--- src/rtl/pipeline_controller.sv ---
// Hazard/sequencing controller for a 5-stage in-order core: tracks X/M stage
// records, picks the PC source, forwarding selects, stalls and flushes.
module pipeline_controller (
  input  logic        Clock,
  input  logic        Reset,
  input  logic [31:0] inst,
  input  logic        branch_taken,
  input  logic        uart_sel,
  input  logic        mem_ready,
  output logic [1:0]  PC_sel,
  output logic [1:0]  data_forward_ALU1,
  output logic [1:0]  data_forward_ALU2,
  output logic        RegWr,
  output logic [1:0]  MemToReg,
  output logic        stall,
  output logic        flush,
  output logic [15:0] stall_cycles
);

  localparam int unsigned CntW = 16;

  typedef struct packed {
    logic [4:0] rd;
    logic       wr;
    logic       is_load;
    logic       is_jump;
  } rec_t;

  typedef enum logic [1:0] {S_BOOT, S_RUN, S_LDSTALL, S_MEMWAIT} state_t;

  // Stage record for the instruction in Decode; x0 destinations never write.
  function automatic rec_t decode(input logic [11:0] lo);
    rec_t r;
    logic writer;
    r = '0;
    unique case (lo[6:0])
      7'b0110111, 7'b0010111, 7'b1101111, 7'b1100111,
      7'b0000011, 7'b0010011, 7'b0110011: writer = 1'b1;
      default:                            writer = 1'b0;
    endcase
    r.rd      = lo[11:7];
    r.wr      = writer && (lo[11:7] != 5'd0);
    r.is_load = (lo[6:0] == 7'b0000011);
    r.is_jump = (lo[6:0] == 7'b1101111) || (lo[6:0] == 7'b1100111);
    return r;
  endfunction

  state_t          state_q, state_d;
  rec_t            x_q, x_d, m_q, m_d;
  logic [CntW-1:0] cnt_q, cnt_d;

  logic [4:0] rs1, rs2;
  logic       hold, redirect, load_use;
  logic [1:0] fwd1_c, fwd2_c, mtr_c;
  logic       unused_inst;

  assign rs1         = inst[19:15];
  assign rs2         = inst[24:20];
  assign unused_inst = ^{inst[31:25], inst[14:12]};

  // Hazard conditions derived from the registered stage records.
  assign hold     = m_q.is_load && !mem_ready;
  assign redirect = branch_taken || x_q.is_jump;
  assign load_use = x_q.is_load && x_q.wr && ((x_q.rd == rs1) || (x_q.rd == rs2));

  // Forward selects: X (non-load) beats M; x0 is excluded via wr.
  assign fwd1_c = (x_q.wr && !x_q.is_load && (x_q.rd == rs1)) ? 2'd1 :
                  (m_q.wr && (m_q.rd == rs1))                  ? 2'd2 : 2'd0;
  assign fwd2_c = (x_q.wr && !x_q.is_load && (x_q.rd == rs2)) ? 2'd1 :
                  (m_q.wr && (m_q.rd == rs2))                  ? 2'd2 : 2'd0;

  // Writeback source for the instruction in M.
  assign mtr_c = m_q.is_jump ? 2'd0 :
                 m_q.is_load ? (uart_sel ? 2'd3 : 2'd2) : 2'd1;

  // State, stage records and stall counter.
  always_ff @(posedge Clock) begin
    if (Reset) begin
      state_q <= S_BOOT;
      x_q     <= '0;
      m_q     <= '0;
      cnt_q   <= '0;
    end else begin
      state_q <= state_d;
      x_q     <= x_d;
      m_q     <= m_d;
      cnt_q   <= cnt_d;
    end
  end

  // Next-state and outputs; priority is memory wait > redirect > load-use > advance.
  always_comb begin
    state_d           = state_q;
    x_d               = x_q;
    m_d               = m_q;
    cnt_d             = cnt_q;
    PC_sel            = 2'd1;
    stall             = 1'b0;
    flush             = 1'b0;
    RegWr             = m_q.wr;
    MemToReg          = mtr_c;
    data_forward_ALU1 = fwd1_c;
    data_forward_ALU2 = fwd2_c;

    if (Reset || (state_q == S_BOOT)) begin
      PC_sel            = 2'd2;
      flush             = 1'b1;
      RegWr             = 1'b0;
      MemToReg          = 2'd0;
      data_forward_ALU1 = 2'd0;
      data_forward_ALU2 = 2'd0;
      x_d               = '0;
      m_d               = '0;
      state_d           = S_RUN;
    end else if (hold) begin
      PC_sel  = 2'd0;
      stall   = 1'b1;
      RegWr   = 1'b0;
      state_d = S_MEMWAIT;
    end else if (redirect) begin
      PC_sel  = 2'd3;
      flush   = 1'b1;
      m_d     = x_q;
      x_d     = '0;
      state_d = S_RUN;
    end else if (load_use) begin
      PC_sel  = 2'd0;
      stall   = 1'b1;
      m_d     = x_q;
      x_d     = '0;
      state_d = S_LDSTALL;
    end else begin
      m_d     = x_q;
      x_d     = decode(inst[11:0]);
      state_d = S_RUN;
    end

    if (stall && (cnt_q != {CntW{1'b1}})) begin
      cnt_d = cnt_q + CntW'(1);
    end
  end

  assign stall_cycles = cnt_q;

endmodule

--- config.mk ---
export PLATFORM = sky130hd
export DESIGN_NAME = pipeline_controller
export DESIGN_NICKNAME = d
export VERILOG_FILES = /design/src/rtl/pipeline_controller.sv
export SDC_FILE = /design/constraint.sdc
export NUM_CORES = 1
export LEC_CHECK = 0
export BUFFER_PORTS_ARGS = -buffer_cell sky130_fd_sc_hd__buf_2
export CAP_MARGIN = 20
export CORE_MARGIN = 5
export CORE_UTILIZATION = 45
export DETAILED_ROUTE_END_ITERATION = 10
export PLACE_DENSITY_LB_ADDON = 0.12
export SLEW_MARGIN = 20
export SYNTH_ARGS = -nofsm -noshare
export SYNTH_HDL_FRONTEND = slang
export SYNTH_SLANG_ARGS = --single-unit
--- constraint.sdc ---
create_clock -name Clock -period 2.1 [get_ports Clock]
set_clock_uncertainty 0.1 [all_clocks]
set_input_delay 0 -clock Clock [delete_from_list [all_inputs] [get_ports Clock]]
set_output_delay 0 -clock Clock [all_outputs]
set_load 0.01 [all_outputs]
Word-level counts from Yosys, hierarchy flattened
Index checks and enable logic that the tools add are counted.
- flip-flop bits (word level): 34
- input bits: 37
- equal/unequal tests: 12
- add/sub/neg operators: 1
- muxes and demuxes: 34
- reduce and logical (&&, ||, !) cells: 20
- operator list (cell ; number):
    $mux 2 ; 15
    $eq 5x5->1 ; 4
    $mux 1 ; 17
    $add 16x1->16 const B ; 1
    $mux 8 ; 2
    $ne 16x16->1 const B ; 1
    $eq 7x5->1 const B ; 2
    $eq 7x6->1 const B ; 2
    $eq 7x7->1 const B ; 2
    $logic_and 1x1->1 ; 10
    $eq 7x2->1 const B ; 1
    $reduce_or 7->1 ; 1
    $reduce_bool 5->1 ; 1
    $logic_or 1x1->1 ; 4
    $logic_not 1->1 ; 2
    $logic_not 2->1 ; 1
    $reduce_or 2->1 ; 1

Depth between registers and ports, before layout
Gate-level depths: netlist (run 1).
- word-level depth: 10
- depth in mapped cells: 7
- depth with buffers taken out: 7

Least setup slack after synthesis (run 1)
No wires, ideal clock.
- path kind: flip-flop to flip-flop
- start: register x_q[5] (netlist name)
- end: register cnt_q[14], in the netlist stall_cycles[14]
- period minus slack after synthesis: 2.057 ns
- cell stages (with the launch flop): 8
- arrival: 1.836 ns
- path slack: 0.043 ns
- setup time: 0.121 ns
- required time: 1.879 ns
- path through: dfxtp_1 xnor2_1 nand3_1 o32ai_4 o21ai_2 inv_1 and4_1 mux2_2
- word-level cells in the longest chain between the ends: 8
- elaborated cells on any way between the ends: 9
- classes of those cells: eq/ne (2); mux (4); reduce/logical (3)
- RTL lines (element ; line ; text):
    start, declared ; 49 ; rec_t x_q, x_d, m_q, m_d;
    start signal, assigned ; 80 ; x_q <= '0;
    start signal, assigned ; 85 ; x_q <= x_d;
    $eq 5x5->1 ; 64 ; assign load_use = x_q.is_load && x_q.wr && ((x_q.rd == rs1) || (x_q.rd == rs2));
    $logic_or 1x1->1 (*) ; 64 ;
    $logic_and 1x1->1 (*) ; 64 ;
    $mux 1 (*) ; 126 ; end else if (load_use) begin
    $mux 1 (*) ; 120 ; end else if (redirect) begin
    $mux 1 (*) ; 115 ; end else if (hold) begin
    $mux 1 (*) ; 105 ; if (Reset || (state_q == S_BOOT)) begin
    net stall ; 15 ; output logic stall,
    $logic_and 1x1->1 (*) ; 138 ; if (stall && (cnt_q != {CntW{1'b1}})) begin
    end signal, assigned ; 87 ; cnt_q <= cnt_d;
    end, declared ; 50 ; logic [CntW-1:0] cnt_q, cnt_d;
Mark *: on every way through the listed nets, which the timed path passes. The rest lies on a longest branch.
A chain may end at the register's enable or synchronous reset.

Worst setup path in the final report (run 1)
- start: register x_q[0] (netlist name)
- end: register cnt_q[8], in the netlist stall_cycles[8]
- word-level cells in the longest chain between the ends: 5
- RTL lines (element ; line ; text):
    $logic_or 1x1->1 ; 63 ; assign redirect = branch_taken || x_q.is_jump;
    $mux 1 ; 120 ;
    $mux 1 ; 115 ;
    $mux 1 ; 105 ;
    $logic_and 1x1->1 ; 138 ;
Every way passes these cells.

==> flow_metrics.tcl, run 1 <==
set metrics [dict create \
    p_leak_nw 1.082 \
    dp_cells 341 \
    ys_seq_area_share_pct 37.60 \
    ys_seq_elements 34 \
    yosysMostFrequentCell "dfxtp_1" \
    vias 1870 \
    synth_top_cell_area_share_pct 37.60 \
    wire_per_inst_um 13.56 \
    outcome "finished, final reports clean" \
    synth_edf_count 0 \
    die-area_um2 5392 \
    syn_area_um2 1810 \
    rsz0062_at_grt "true" \
    grt_pass1_vias 1733 \
    fin_hold_ws_ns 0.05627 \
    dieWidth_um 73.43 \
    clk_latency_ns 0.29 \
    end_kind "flip-flop" \
    place_congestion 0.7634 \
    drv_slew 0 \
    final_cell_area_um2 2575 \
    coreArea_um2 3943 \
    ys_types 46 \
    drt-pass1-iter-count 4 \
    drv_cap 0 \
    worst_pin_slew_ns 0.6097 \
    powerDensity_nw_per_um2 499.2 \
    ant_nets 0 \
    hold-path-endpoint "stall_cycles[6]" \
    synth.area.top_cells "dfxtp_1, xnor2_1, a21oi_1, nand2_1, xor2_1" \
    diodes 0 \
    drcViolationCount 0 \
    yosysWarningCount 0 \
    clk_path_buf_depth 2 \
    critPathLaunchType "flip-flop" \
    numCtsBuffers 5 \
    postPlaceCellArea_um2 2302 \
    syn_avg_cell_area_um2 8.267 \
    final_nets 347 \
    die_h_um 73.43 \
    synth_commonest_cells "dfxtp_1, nand2_1, a21oi_1, nor2_1, xnor2_1" \
    ios 64 \
    path_clk_slew_ns 0.07 \
    rr_startpoint "x_q[0]" \
    root_buffer "clkbuf_8" \
    grt_pass1_wl_mm 7.879 \
    cts.sinks 34 \
    antenna_found_initial 0 \
    drive_above_1_share_pct 33.87 \
    r2r_cells 7 \
    track_usage_pct 18.63 \
    grt_start_max_net_pins 20 \
    peakVddDrop_mv 0.3421 \
    setup_tns_ns 0 \
    async_reset_ff_share_pct 0 \
    place_hpwl_mm 3.584 \
    required_ns 2.22 \
    routed_wirelength_mm 4.882 \
    final_cells 360 \
    synthesis.nets 257 \
    areaGrowthSynthToFinish_pct 42.23 \
    finalHoldViolCount 0 \
    period_share_pct 97.08 \
    finalSetupViolCount 0 \
    start_util_pct 45.92 \
    cts_tree "yes" \
    rr_endpoint "stall_cycles[8]" \
    ys.flop_type "dfxtp_1" \
    slew_headroom_pct 59.16 \
    rows 23 \
    cp_max_fo 4 \
    r2r_slack_ns 0.06 \
    grt_overflow_total 0 \
    finish.utilization_pct 65.31 \
    critPathArrivalTime_ns 2.16 \
    worstSetupPathType "reg -> reg" \
    synth_top_area_cell "dfxtp_1" \
    hp-start "Reset" \
    vias_per_cell 5.194 \
    fmax_mhz 490.5 \
    min_period_ns 2.039 \
    io_buffers 53 \
    htreeDepth 2 \
    worstHoldPathCells 3 \
    hold_class "in -> reg" \
    drt_iter0_drc 97 \
    synthCells 219 \
]
## cells in the final DEF (no fill, tap or decap), types with 2 or more instances in the layout
master         instances
and3_1                 3
o22ai_1                2
xnor2_1               12
nor3b_1                2
dfxtp_2                6
and4_1                 3
o31ai_1                5
buf_2                 53
nor3_1                 3
nand4_1                3
or2_2                  2
clkbuf_8               6
xnor2_2                2
nor4_1                 2
or3_1                  7
buf_4                 25
or4_1                  4
nor2_1                17
inv_1                  6
buf_6                  2
nor2b_1                5
nand2_1               26
nand3_1                9
dlygate4sd3_1         10
xor2_1                 8
a21oi_1               19
o21ai_0                9
o21bai_1               2
a22o_1                 5
dfxtp_1               28
## logic make-up after synthesis
| family | Yosys count | synth area share [%] |
|---|---|---|
| multiplexers | 2 | 1.175 |
| XOR/XNOR | 22 | 10.64 |
| buffers and inverters | 13 | 2.971 |
| flip-flops | 34 | 37.59 |
| AO/OA/AOI/OAI | 53 | 20.04 |
| AND/OR/NAND/NOR | 94 | 26.88 |
| adder cells (fa/ha/maj) | 1 | 0.6910 |
## critical path, stage by stage (launching register included)
cell and delay (ns):
dfxtp_2 0.32, nand4bb_4 0.22, buf_6 0.14, o32ai_4 0.33
buf_6 0.16, o21ai_4 0.05, or4_1 0.53, a21oi_1 0.13
## through the flow
| step | power (mW) | worst slack [ns] |
|---|---|---|
| after floorplan | 0.7255 | 0.04337 |
| after global placement | 0.7777 | 0.07137 |
| after detailed placement | 0.7788 | 0.04775 |
| after CTS | 1.292 | 0.02842 |
| after global routing | 1.337 | -0.02684 |
| final | 1.285 | 0.06127 |
## where the power goes
part	switching [mW]	internal, mW
Clock	0.235	0.264
Sequential	0.00517	0.650
Combinational	0.0627	0.0684
Total	0.303	0.983
## sequential cells by signal (all words and copies together), names as in the netlist
name	count
m_q	8
state_q	2
stall_cycles	16
x_q	8
## cell type report
cell class / instances / area, um^2
clock buffers: 7 / 86.33
repair buffers: 90 / 575.6
multi-input cells: 172 / 1135
well taps: 50 / 62.56
fillers: 362 / 1368
clock inverters: 1 / 5.005
flip-flops and latches: 34 / 688.2
inverters: 6 / 22.52
## how the worst max path moves through the flow
stage / end / cells after the start / from
final: stall_cycles[8] / 7 / x_q[0]
after global routing: stall_cycles[8] / 7 / x_q[0]
after CTS: stall_cycles[8] / 7 / x_q[6]
after detailed placement: stall_cycles[14] / 8 / x_q[6]
after global placement: stall_cycles[5] / 7 / x_q[6]
after floorplan: stall_cycles[14] / 7 / x_q[5]
## timing repair
| item | in CTS | in global routing |
|---|---|---|
| setup buffers | 0 | 1 |
| setup endpoints to repair | 0 | 10 |
| hold endpoints to repair | 7 | 0 |
| gates resized for setup | 0 | 16 |
| hold buffers | 10 | 0 |
## routing by layer
layer  wire, um  vias to the layer above  global-route usage (%)
met2       2059                       45                   27.11
met3        256                        5                   5.062
met4         44                        0                   4.829
li1           -                      966                       -
met5          0                        -                       0
met1       2521                      854                   27.05
No activity file was read; power rests on OpenSTA's default activity.
==> inputs of run 2 (changes only) <==
Settings changed: CTS_CLUSTER_DIAMETER set to 80, PLACE_DENSITY set to 0.75, PLACE_DENSITY_LB_ADDON 0.12 to not set.
==> flow_metrics.tcl, run 2 (synthesis results as in run 1) <==
set metrics [dict create \
    failed_checks "setup timing" \
    grt_pass1_wl_mm 7.997 \
    required_ns 2.23 \
    drv_cap 0 \
    layout_commonest_cell "buf_2" \
    root_buffer "clkbuf_8" \
    min_period_ns 2.110 \
    grt_start_max_net_pins 18 \
    r2r_cells 7 \
    clk_path_buf_depth 2 \
    drv_slew 0 \
    critPathLaunchType "flip-flop" \
    final_cell_area_um2 2641 \
    grt.busiest_layer "met2" \
    finalHoldViolCount 0 \
    p_leak_nw 1.111 \
    postPlaceCellArea_um2 2272 \
    areaGrowthSynthToFinish_pct 45.89 \
    drt_iter0_drc 115 \
    path_clk_slew_ns 0.07 \
    use_met3_pct 4.241 \
    seqCellArea_um2 693.2 \
    finalPower_mw 1.374 \
    startpoint "x_q[7]" \
    htreeDepth 2 \
    grt_pass1_vias 1833 \
    grt_use_met1_pct 22.95 \
    slew_headroom_pct 67.39 \
    drcViolationCount 0 \
    worst_pin_slew_ns 0.4873 \
    worstSetupPathType "reg -> reg" \
    outcome "complete, but fails checks" \
    finalSetupViolCount 1 \
    setup_ws_ns -0.009659 \
    start_util_pct 45.92 \
    antenna_found_initial 0 \
    rr_endpoint "stall_cycles[8]" \
    cp_max_fo 4 \
    worstHoldPathCells 3 \
    track_usage_pct 18.88 \
    hold-path-endpoint "x_q[0]" \
    period_share_pct 100.5 \
    multi_input_area_um2 1174 \
    vias_per_cell 5.306 \
    hold_class "in -> reg" \
    numCtsBuffers 5 \
    fin_hold_ws_ns 0.02736 \
    rows 23 \
    final_cells 360 \
    n_fill_cell 306 \
    vias 1910 \
    ios 64 \
    drive_above_1_share_pct 37.10 \
    place_congestion 0.8316 \
    powerDensity_nw_per_um2 520.2 \
    r2r_slack_ns -0.01 \
    setup_tns_ns -0.009659 \
    final_nets 347 \
    critPathArrivalTime_ns 2.24 \
    rr_startpoint "x_q[7]" \
    drt-pass1-iter-count 4 \
    cts_tree "yes" \
    ant_nets 0 \
    coreArea_um2 3943 \
    cts.sinks 34 \
    dp_cells 337 \
    largest_reg_flops 16 \
    grt_overflow_total 0 \
    routed_wirelength_mm 5.162 \
    end_kind "flip-flop" \
    peakVddDrop_mv 0.3704 \
    use_met2_pct 32.67 \
    place_hpwl_mm 3.582 \
    die_h_um 73.43 \
    fmax_mhz 474.0 \
    hp-start "inst[0]" \
    io_buffers 53 \
    clk_latency_ns 0.29 \
    dieWidth_um 73.43 \
    wire_per_inst_um 14.34 \
    die-area_um2 5392 \
    diodes 0 \
    final_cell_mix "buf_2, dfxtp_1, nand2_1" \
]
[run 2: cell count changes in the layout (fill, tap and decap cells not counted), moves of 2 or more]
| cell | change |
|---|---|
| xnor2_1 | -3 |
| xnor2_2 | +3 |
| clkbuf_8 | +2 |
| dfxtp_2 | -2 |
| dfxtp_4 | +2 |
[run 2: worst max-delay path by stage]
stage               slack (ns)                to
finish                   -0.01   stall_cycles[8]
global route             -0.11   stall_cycles[8]
CTS                      0.004   stall_cycles[8]
detailed placement        0.02   stall_cycles[8]
global placement          0.08   stall_cycles[8]
floorplan                 0.04  stall_cycles[14]
[run 2: stage by stage]
step	setup slack, ns	util (%)
after floorplan	0.04337	-
after global placement	0.07715	57.63
after detailed placement	0.02425	57.63
after CTS	0.004244	63.22
after global routing	-0.1083	66.99
final	-0.009659	66.99
[run 2: power breakdown]
group          switching (mW)  internal [mW]
Combinational          0.0691         0.0756
Clock                   0.245          0.331
Sequential            0.00600          0.648
Total                   0.320           1.05
[run 2: metal layers]
layer | wire [um] | vias up | part of all wire (%)
li1 | - | 969 | -
met1 | 2247 | 879 | 44
met2 | 2586 | 56 | 50
met3 | 258 | 6 | 5.0
met4 | 69 | 0 | 1.3
met5 | 0 | - | 0
[run 2: worst max-delay path, stage by stage (launching register included)]
cell and delay [ns]:
dfxtp_1 0.32, xnor2_1 0.25, nand3_2 0.16, o32ai_4 0.32
buf_6 0.17, o21ai_2 0.07, or4_4 0.52, a21oi_2 0.14
[run 2: layout make-up]
type | instances | share of cell area [%]
Sequential cell | 34 | 26.24
Inverter | 6 | 0.8527
Multi-Input combinational cell | 172 | 44.43
Tap cell | 50 | 2.369
Timing Repair Buffer | 90 | 21.93
Clock buffer | 8 | 4.169
[run 2: repair_timing]
item,CTS,global route
endpoints found under the setup margin,4,14
pin swaps,1,4
hold buffers,10,0
setup buffers,1,4
hold endpoints to repair,8,0
gates resized for setup,2,25
